## src/rtl/mem_access_pkg.sv

```systemverilog
// Shared RV32I memory-stage definitions: opcode encodings, FSM states, byte counts.
// Forwarding to the ID-stage bypass is built only when MEM_FWD_EN is defined.
`ifndef OpCodeLen
`define OpCodeLen 4
`endif

package mem_access_pkg;

    localparam int OP_LEN = `OpCodeLen;

    localparam logic [OP_LEN-1:0] MEM_NOP = OP_LEN'(0);
    localparam logic [OP_LEN-1:0] EX_LB   = OP_LEN'(1);
    localparam logic [OP_LEN-1:0] EX_LH   = OP_LEN'(2);
    localparam logic [OP_LEN-1:0] EX_LW   = OP_LEN'(3);
    localparam logic [OP_LEN-1:0] EX_LBU  = OP_LEN'(4);
    localparam logic [OP_LEN-1:0] EX_LHU  = OP_LEN'(5);
    localparam logic [OP_LEN-1:0] EX_SB   = OP_LEN'(6);
    localparam logic [OP_LEN-1:0] EX_SH   = OP_LEN'(7);
    localparam logic [OP_LEN-1:0] EX_SW   = OP_LEN'(8);

    localparam logic [1:0] ST_IDLE   = 2'd0;
    localparam logic [1:0] ST_ACCESS = 2'd1;
    localparam logic [1:0] ST_DONE   = 2'd2;

    localparam logic [2:0] NB_BYTE = 3'd1;
    localparam logic [2:0] NB_HALF = 3'd2;
    localparam logic [2:0] NB_WORD = 3'd4;

    function automatic logic is_load(input logic [OP_LEN-1:0] op);
        return (op == EX_LB) || (op == EX_LH) || (op == EX_LW) ||
               (op == EX_LBU) || (op == EX_LHU);
    endfunction

    function automatic logic is_store(input logic [OP_LEN-1:0] op);
        return (op == EX_SB) || (op == EX_SH) || (op == EX_SW);
    endfunction

    function automatic logic is_mem_op(input logic [OP_LEN-1:0] op);
        return is_load(op) || is_store(op);
    endfunction

    function automatic logic [2:0] byte_count(input logic [OP_LEN-1:0] op);
        logic [2:0] n;
        case (op)
            EX_LH, EX_LHU, EX_SH: n = NB_HALF;
            EX_LW, EX_SW:         n = NB_WORD;
            default:              n = NB_BYTE;
        endcase
        return n;
    endfunction

endpackage

```

## src/rtl/mem_load_ext.sv

```systemverilog
// Sign/zero extension of little-endian assembled load data according to the load opcode.
module mem_load_ext
    import mem_access_pkg::*;
(
    input  logic [OP_LEN-1:0] aluop,
    input  logic [31:0]       data,
    output logic [31:0]       ext
);

    // Select extension by access size and signedness
    always_comb begin
        ext = data;
        case (aluop)
            EX_LB:   ext = {{24{data[7]}}, data[7:0]};
            EX_LH:   ext = {{16{data[15]}}, data[15:0]};
            EX_LBU:  ext = {24'd0, data[7:0]};
            EX_LHU:  ext = {16'd0, data[15:0]};
            EX_LW:   ext = data;
            default: ext = data;
        endcase
    end

endmodule

```

## src/rtl/mem_access.sv

```systemverilog
// RV32I memory stage: byte-serial loads/stores over the controller port, pipeline stall, writeback.
// Optional ID-stage forwarding outputs are enabled by defining MEM_FWD_EN.
module mem_access
    import mem_access_pkg::*;
#(
    parameter int XLEN = 32,
    parameter int OP_W = `OpCodeLen,
    parameter int RA_W = 5
)(
    input  logic            clk,
    input  logic            rst_n,
    input  logic            valid_i,
    input  logic [OP_W-1:0] aluop_i,
    input  logic [XLEN-1:0] mem_addr_i,
    input  logic [XLEN-1:0] data_i,
    input  logic [RA_W-1:0] rd_addr_i,
    input  logic            rd_enable_i,
    output logic            stall_req_o,
    output logic            valid_o,
    output logic [RA_W-1:0] rd_addr_o,
    output logic            rd_enable_o,
    output logic [XLEN-1:0] rd_data_o,
    output logic            mem_req_o,
    output logic            mem_we_o,
    output logic [XLEN-1:0] mem_addr_o,
    output logic [7:0]      mem_wdata_o,
    input  logic            mem_ack_i,
    input  logic [7:0]      mem_rdata_i
`ifdef MEM_FWD_EN
    ,
    output logic            fwd_en_o,
    output logic [RA_W-1:0] fwd_rd_o,
    output logic [XLEN-1:0] fwd_data_o
`endif
);

    logic [1:0]      state_r;
    logic [1:0]      k_r;
    logic [OP_W-1:0] op_r;
    logic [XLEN-1:0] addr_r;
    logic [XLEN-1:0] wdata_r;
    logic [XLEN-1:0] asm_r;
    logic [RA_W-1:0] rd_r;
    logic            rden_r;
    logic [XLEN-1:0] ext_s;
    logic            last_s;

    mem_load_ext u_ext (
        .aluop (op_r),
        .data  (asm_r),
        .ext   (ext_s)
    );

    assign last_s = ({1'b0, k_r} == (byte_count(op_r) - 3'd1));

    // Memory port and stall are decoded purely from held state, so they stay stable while ack is low
    always_comb begin
        if (state_r == ST_ACCESS) begin
            mem_req_o   = 1'b1;
            mem_we_o    = is_store(op_r);
            mem_addr_o  = addr_r + {{(XLEN-2){1'b0}}, k_r};
            mem_wdata_o = is_store(op_r) ? wdata_r[{k_r, 3'b000} +: 8] : 8'd0;
        end else begin
            mem_req_o   = 1'b0;
            mem_we_o    = 1'b0;
            mem_addr_o  = {XLEN{1'b0}};
            mem_wdata_o = 8'd0;
        end
    end

    // Stall from the accept cycle through DONE
    always_comb begin
        if (state_r == ST_IDLE) begin
            stall_req_o = valid_i && is_mem_op(aluop_i);
        end else begin
            stall_req_o = 1'b1;
        end
    end

    // FSM, access latches, load assembly and registered writeback outputs
    always_ff @(posedge clk or negedge rst_n) begin
        if (!rst_n) begin
            state_r     <= ST_IDLE;
            k_r         <= 2'd0;
            op_r        <= MEM_NOP;
            addr_r      <= {XLEN{1'b0}};
            wdata_r     <= {XLEN{1'b0}};
            asm_r       <= {XLEN{1'b0}};
            rd_r        <= {RA_W{1'b0}};
            rden_r      <= 1'b0;
            valid_o     <= 1'b0;
            rd_addr_o   <= {RA_W{1'b0}};
            rd_enable_o <= 1'b0;
            rd_data_o   <= {XLEN{1'b0}};
        end else begin
            case (state_r)
                ST_IDLE: begin
                    if (valid_i && is_mem_op(aluop_i)) begin
                        state_r <= ST_ACCESS;
                        k_r     <= 2'd0;
                        op_r    <= aluop_i;
                        addr_r  <= mem_addr_i;
                        wdata_r <= data_i;
                        asm_r   <= {XLEN{1'b0}};
                        rd_r    <= rd_addr_i;
                        rden_r  <= rd_enable_i;
                        valid_o <= 1'b0;
                    end else if (valid_i) begin
                        valid_o     <= 1'b1;
                        rd_addr_o   <= rd_addr_i;
                        rd_enable_o <= rd_enable_i;
                        rd_data_o   <= data_i;
                    end else begin
                        valid_o <= 1'b0;
                    end
                end
                ST_ACCESS: begin
                    valid_o <= 1'b0;
                    if (mem_ack_i) begin
                        if (is_load(op_r)) begin
                            asm_r[{k_r, 3'b000} +: 8] <= mem_rdata_i;
                        end else begin
                            asm_r <= asm_r;
                        end
                        if (last_s) begin
                            state_r <= ST_DONE;
                            k_r     <= 2'd0;
                        end else begin
                            k_r <= k_r + 2'd1;
                        end
                    end else begin
                        k_r <= k_r;
                    end
                end
                ST_DONE: begin
                    state_r   <= ST_IDLE;
                    valid_o   <= 1'b1;
                    rd_addr_o <= rd_r;
                    if (is_load(op_r)) begin
                        rd_enable_o <= rden_r;
                        rd_data_o   <= ext_s;
                    end else begin
                        rd_enable_o <= 1'b0;
                        rd_data_o   <= {XLEN{1'b0}};
                    end
                end
                default: begin
                    state_r <= ST_IDLE;
                    valid_o <= 1'b0;
                end
            endcase
        end
    end

`ifdef MEM_FWD_EN
    // Bypass toward ID: ALU results in IDLE, extended load data in DONE
    always_comb begin
        if ((state_r == ST_IDLE) && valid_i && !is_mem_op(aluop_i) && rd_enable_i) begin
            fwd_en_o   = 1'b1;
            fwd_rd_o   = rd_addr_i;
            fwd_data_o = data_i;
        end else if ((state_r == ST_DONE) && is_load(op_r)) begin
            fwd_en_o   = 1'b1;
            fwd_rd_o   = rd_r;
            fwd_data_o = ext_s;
        end else begin
            fwd_en_o   = 1'b0;
            fwd_rd_o   = {RA_W{1'b0}};
            fwd_data_o = {XLEN{1'b0}};
        end
    end
`endif

endmodule

```

## config.mk

```make
export PLATFORM = sky130hd
export DESIGN_NAME = mem_access
export DESIGN_NICKNAME = d
export VERILOG_FILES = /design/src/rtl/mem_access_pkg.sv /design/src/rtl/mem_load_ext.sv /design/src/rtl/mem_access.sv
export SDC_FILE = /design/constraint.sdc
export NUM_CORES = 1
export LEC_CHECK = 0
export CORE_MARGIN = 1
export CORE_UTILIZATION = 50
export DETAILED_ROUTE_END_ITERATION = 6
export DONT_BUFFER_PORTS = 1
export RECOVER_POWER = 25
export SYNTH_ARGS = -nofsm -noshare
export SYNTH_HDL_FRONTEND = slang
export SYNTH_SLANG_ARGS = --single-unit
```

## constraint.sdc

```tcl
create_clock -name clk -period 6.2 [get_ports clk]
set_clock_uncertainty 0.1 [all_clocks]
set_input_delay 0.93 -clock clk [delete_from_list [all_inputs] [get_ports clk]]
set_output_delay 0.93 -clock clk [all_outputs]
set_load 0.02 [all_outputs]
```

After elaboration in Yosys (flattened, before gate mapping)
Cells that the tools add are included.
{ "classes": {"reduce_logical": 24, "mux": 35, "bitwise_logic": 0, "n_lt_le_gt_ge": 0, "multipliers": 0, "n_eq_ne": 25, "n_shift": 3, "add_sub_neg": 4, "div_mod_pow": 0} }
{ "op_table": {"columns": ["op", "count"], "rows": [
  ["$mux W32", 7],
  ["$pmux W32 S2", 2],
  ["$pmux W32 S4", 1],
  ["$add A32 B2 Y32", 1],
  ["$bwmux W32", 1],
  ["$eq A4 B3 Y1 const B", 8],
  ["$shift A8 B7 Y32 const A", 1],
  ["$shiftx A32 B6 Y8", 1],
  ["$shiftx A8 B7 Y32", 1],
  ["$eq A4 B2 Y1 const B", 4],
  ["$mux W8", 2],
  ["$logic_or A1 B1 Y1", 13],
  ["$mux W2", 6],
  ["$mux W5", 2],
  ["$pmux W5 S2", 1],
  ["$reduce_and A3 Y1", 3],
  ["$eq A4 B1 Y1 const B", 2],
  ["$eq A4 B4 Y1 const B", 2],
  ["$mux W1", 8],
  ["$ne A2 B2 Y1 const B", 4],
  ["$pmux W2 S2", 2],
  ["$neg A5 Y7", 1],
  ["$pmux W3 S2", 1],
  ["$ne A2 B1 Y1 const B", 2],
  ["13 further kinds", 15]
]} }
{ "totals": {"mem_count": 0, "rom_bits": 0, "mem_bits_rw": 0, "reg_bits": 149, "out_inout_bits": 82, "latch_bits": 0, "word_cells": 103} }

Longest topological paths before layout
{ "depth": {"depth_word": 9, "ltp_mapped": 8, "depth_no_buf": 6} }

Modules after synthesis
Synthesis repeated with hierarchy kept, for this count alone.
{ "hier_totals": {"cells_unflattened": 688, "hier_area_um2": 7758.7} }
{ "modules_own_cells": {"columns": ["mod", "n_inst", "area_per_inst_um2", "cells_each"], "rows": [
  ["mem_access", 1, 7362.1, 639],
  ["mem_load_ext", 1, 396.6, 49]
]} }

Least setup slack after synthesis
Ideal clock, no wire load.
{ "synth_timing": {"kind": "reg-to-output", "startpoint": "reg k_r[0]", "endpoint": "out mem_addr_o[18]", "path_slack_ns": 3.190, "path_buffers": 1, "stages_incl_launch_ff": 8, "t_arrival_ns": 1.980, "t_required_ns": 5.170, "path_cell_list": "dfrtp_1 > ha_1 > fa_1 > nand3_1 > clkbuf_1 > nor4_1 > xnor2_1 > nor2_1"} }
{ "synth_between": {"elab_chain_len": 2} }
{ "synth_rtl": {"columns": ["item", "line", "source"], "rows": [
  ["start: declaration", "mem_access.sv:38", "logic [1:0] k_r;"],
  ["start signal: assignment", "mem_access.sv:129", "k_r <= k_r + 2'd1;"],
  ["start signal: assignment", "mem_access.sv:132", "k_r <= k_r;"],
  ["$add A32 B2 Y32", "mem_access.sv:61", "mem_addr_o = addr_r + {{(XLEN-2){1'b0}}, k_r};"],
  ["$mux W32", "mem_access.sv:58", "if (state_r == ST_ACCESS) begin"],
  ["end: declaration", "mem_access.sv:25", "output logic [XLEN-1:0] mem_addr_o,"]
]} }
No other way between the ends.

Final worst setup path
{ "layout_timing": {"startpoint": "reg k_r[0]", "endpoint": "out mem_addr_o[26]"} }
The elaborated chain is that of the path after synthesis.

==> impl_results.rst <==
.. list-table::
   :header-rows: 1

   * - Metric
     - Value
   * - PortBufs
     - 0
   * - Min cycle time layout
     - around 4300 ps
   * - H-Tree Depth
     - 4
   * - Syn Std Cell Area
     - between 7000 and 8000 um^2
   * - Synth Net Count
     - between 900 and 1000
   * - Final Net Count
     - slightly below 900
   * - Largest area contributor in the synthesized netlist
     - sky130_fd_sc_hd__dfrtp_1
   * - Cell row count
     - between 40 and 50
   * - Maximum number of pins on one net before global-route repair
     - 150
   * - Placed wire-length estimate
     - approximately 14000 um
   * - Insertion delay of the later-clocked pin in the worst-skew pair
     - 420 ps
   * - Die span in x
     - 125 um
   * - Setup slack after layout
     - around 1900 ps
   * - Post-synth cell types
     - about 60
   * - Leak pwr
     - between 3 and 4 nW
   * - TritonCTS clock tree
     - yes
   * - Placeable Area
     - approximately 15000 um^2
   * - Full die area
     - between 15000 and 20000 um^2
   * - Dominant synthesized flop cell
     - sky130_fd_sc_hd__dfrtp_1
   * - Filler Cell Count
     - between 1000 and 1500
   * - Top-count cell post-synth
     - sky130_fd_sc_hd__nand2_1
   * - Worst Tran Pin Value
     - about 1100 ps
   * - Clock Sinks
     - around 150
   * - Area share of the leading cell type in the synthesized netlist
     - 49.2%
   * - Setup TNS
     - 0 ps
   * - Antenna violations before repair
     - 0
   * - Number of nets with antenna violations after routing
     - 0
   * - Slowest library cell on the worst path
     - sky130_fd_sc_hd__dfrtp_1
   * - Post-cts hold buffer count
     - 0
   * - Proportion of total power due to net switching
     - 42.1%
   * - Count of buffering cells on the critical path with inverters included
     - 0
   * - DR iter-0 viols
     - ~370
   * - Cell chain of the critical path
     - ha_1 > fa_1 > nand3_1 > nor4_1 > xnor2_1 > nor2_1
   * - Highest achievable clock rate
     - ~230 MHz
   * - Synth top area cells
     - sky130_fd_sc_hd__dfrtp_1 (49%), sky130_fd_sc_hd__nand2_1 (12%), sky130_fd_sc_hd__a22o_1 (2.8%), sky130_fd_sc_hd__xnor2_1 (2.7%), sky130_fd_sc_hd__o21ai_0 (2.6%)
   * - Maximum clock insertion buffer count
     - 2
   * - Place WS
     - approximately 2400 ps
   * - Post-Synthesis Cells
     - 818
   * - Result of the run
     - finished, violations left
   * - Endpoint kind of the worst setup timing path
     - primary output
   * - Grt ovf
     - 0
   * - Wire length reported by the detailed router
     - between 20000 and 25000 um
   * - Overall die height
     - ~130 um
   * - Clock-pin slew on the worst setup and hold paths
     - 60 ps
   * - Number of logic stages on the critical path including buffering
     - 6
   * - Proportion of power drawn by the clock network
     - between 20 and 25%
   * - Type of the worst setup path
     - flip-flop to primary output
   * - Slew Viols, Final
     - 0
   * - Maximum capacitance violations
     - 0
   * - Via count
     - between 5000 and 6000
   * - Number of setup buffers added after CTS
     - 0
   * - Yosys warnings
     - 0
   * - Overall global routing resource usage
     - ~27%
   * - Setup Viol. Count Final
     - 0
   * - PwrDens
     - 518 nW/um^2
   * - Num CTS Buffers
     - 17
   * - Num ports
     - roughly 170
   * - Internal Pwr Total
     - between 2 and 2.5 mW
   * - Net switching power of the design
     - between 1.5 and 2 mW
   * - Commonest cells in the netlist
     - sky130_fd_sc_hd__nand2_1 (250), sky130_fd_sc_hd__dfrtp_1 (149), sky130_fd_sc_hd__o21ai_0 (40), sky130_fd_sc_hd__clkbuf_1 (37), sky130_fd_sc_hd__nor2_1 (35)
   * - Post-synthesis async set-or-reset flop share
     - 100%
   * - Mean area per synthesized cell
     - a little over 9 um^2
   * - Initial core utilization
     - about half
   * - Wire length of the first global-routing pass
     - 32500 um
   * - CTS-repair resized insts
     - 0
   * - Tightest slew margin relative to the limit
     - between 20% and 30%
   * - Worst Path Arrival
     - between 3000 and 4000 ps
   * - CP Launch Type
     - flip-flop
   * - Final count of hold timing violations
     - 0
   * - Design Power
     - about 4.2 mW
   * - Layout overhead on the synthesized area
     - 7.74%
   * - Maximum net fanout on the critical path
     - 19
   * - Antenna diode count
     - 0
   * - Number of iterations in the first detailed-routing pass
     - 7
   * - Clock root buffer
     - sky130_fd_sc_hd__clkbuf_16
   * - Sequential share of power
     - 45.5%
   * - DRC viols
     - 22
   * - Vias per cell
     - approximately 6
   * - Area occupied by registers
     - between 3000 and 4000 um^2
   * - Failing checks
     - design-rule violations
   * - Family with the most delay on the worst path
     - simple AND/OR/NAND/NOR gates
   * - Area of the multi-input gates
     - around 3600 um^2
   * - Post-synth EDFFs
     - 0
   * - Fraction of the cycle the final worst path needs
     - between 60 and 70%
   * - Peak supply drop
     - around 0.28 mV
   * - RSZ-0062 raised after global routing
     - false
   * - Number of global-route vias before repair
     - between 5000 and 6000
   * - GP Congestion
     - between 0.8 and 0.9
   * - Worst reg-to-reg path cell count
     - 5
   * - Logic gate share of total power
     - 32.6%
   * - WP data required
     - 5170 ps
   * - Slowest stage delay, CP
     - between 800 and 900 ps
   * - Sequential area share after synthesis
     - 49.2%
   * - Share of cells above drive strength 1
     - between 6 and 7%
   * - Hold WC Path Type
     - input pin to async pin
   * - #FFs+latches synth
     - 149
   * - Routed length per placed instance
     - approximately 21 um
==> worst paths after layout <==
kind | startpoint | endpoint | slack (ps)
max | k_r[0] | mem_addr_o[26] | 1880
min | rst_n | rd_addr_o[2] | 110
max reg2reg | state_r[1] | rd_data_o[30] | 2790
min reg2reg | wdata_r[31] | wdata_r[31] | 370
max in group asynchronous | rst_n | k_r[0] | 5650
min in group clk | wdata_r[31] | wdata_r[31] | 370
==> area by class of cell <==
| type | instances | share of cell area [%] |
|---|---|---|
| Inverter | 15 | 0.689 |
| Sequential cell | 149 | 45.6 |
| Clock buffer | 25 | 6.18 |
| Multi-Input combinational cell | 602 | 43.9 |
| Tap cell | 184 | 2.82 |
| Timing Repair Buffer | 6 | 0.551 |
| Clock inverter | 4 | 0.276 |
==> cell families after synthesis <==
family / count (synthesis) / share of synthesized area (%)
simple gates: 389 / 23.2
flops: 149 / 49.2
compound gates: 148 / 14.2
buf+inv: 67 / 3.68
xor+xnor: 31 / 3.58
mux: 27 / 4.98
fa+ha+maj: 7 / 1.25
==> per-stage QoR <==
stage	area (um^2)	instances	hold slack (ps)	util, %
floorplan	7590	818	340	-
global placement	7640	956	356	52.2
detailed placement	7640	956	357	52.2
CTS	8170	985	93.5	55.8
global route	8170	985	86.9	55.8
finish	8170	985	108	55.8
==> worst register-to-register path: cells and delay by family, from the launching register on <==
kind / cells / cell delay (ps)
AND/OR/NAND/NOR: 2 / 1550
AO/OA/AOI/OAI: 3 / 880
flip-flops: 1 / 800
==> layout by cell type, fill, tap and decap left out, drive strengths merged, types with 5 or more instances in the layout <==
cell	instances
nand4	10
nor2	35
nand3	16
nor2b	13
mux2i	16
buf	6
inv	14
nand2	250
ha	6
mux4	8
a22o	24
o21bai	16
nand2b	9
o21ai	42
dfrtp	149
o2bb2ai	5
xor2	8
a32o	5
nor4	17
xnor2	23
and3	10
clkbuf	25
o21a	9
a2bb2oi	16
a21oi	11
o22a	7
nor3	12
==> power by group through the flow <==
stage	Combinational (mW)	Sequential, mW	Clock [mW]
2_1_floorplan	1.21	1.75	0
3_3_place_gp	1.34	1.92	0
3_5_place_dp	1.38	1.93	0
4_1_cts	1.39	1.92	0.947
5_1_grt	1.53	1.98	0.988
6_report	1.38	1.93	0.925
==> routing by layer <==
metal | global-route usage, % | share of wire (%) | up-vias
met5 | 0 | 0 | -
met4 | 9.40 | 2.0 | 0
met3 | 7.02 | 7.7 | 26
met2 | 44.3 | 49 | 216
met1 | 34.1 | 42 | 2935
li1 | - | - | 2753
==> state kept, by name, indices dropped and copies added, names as in the netlist <==
register,count
op_r,4
rd_r,5
valid_o,1
k_r,2
rd_enable_o,1
rd_data_o,32
asm_r,32
rden_r,1
addr_r,32
rd_addr_o,5
state_r,2
wdata_r,32
Note: power is estimated with default switching activity, not from simulation.
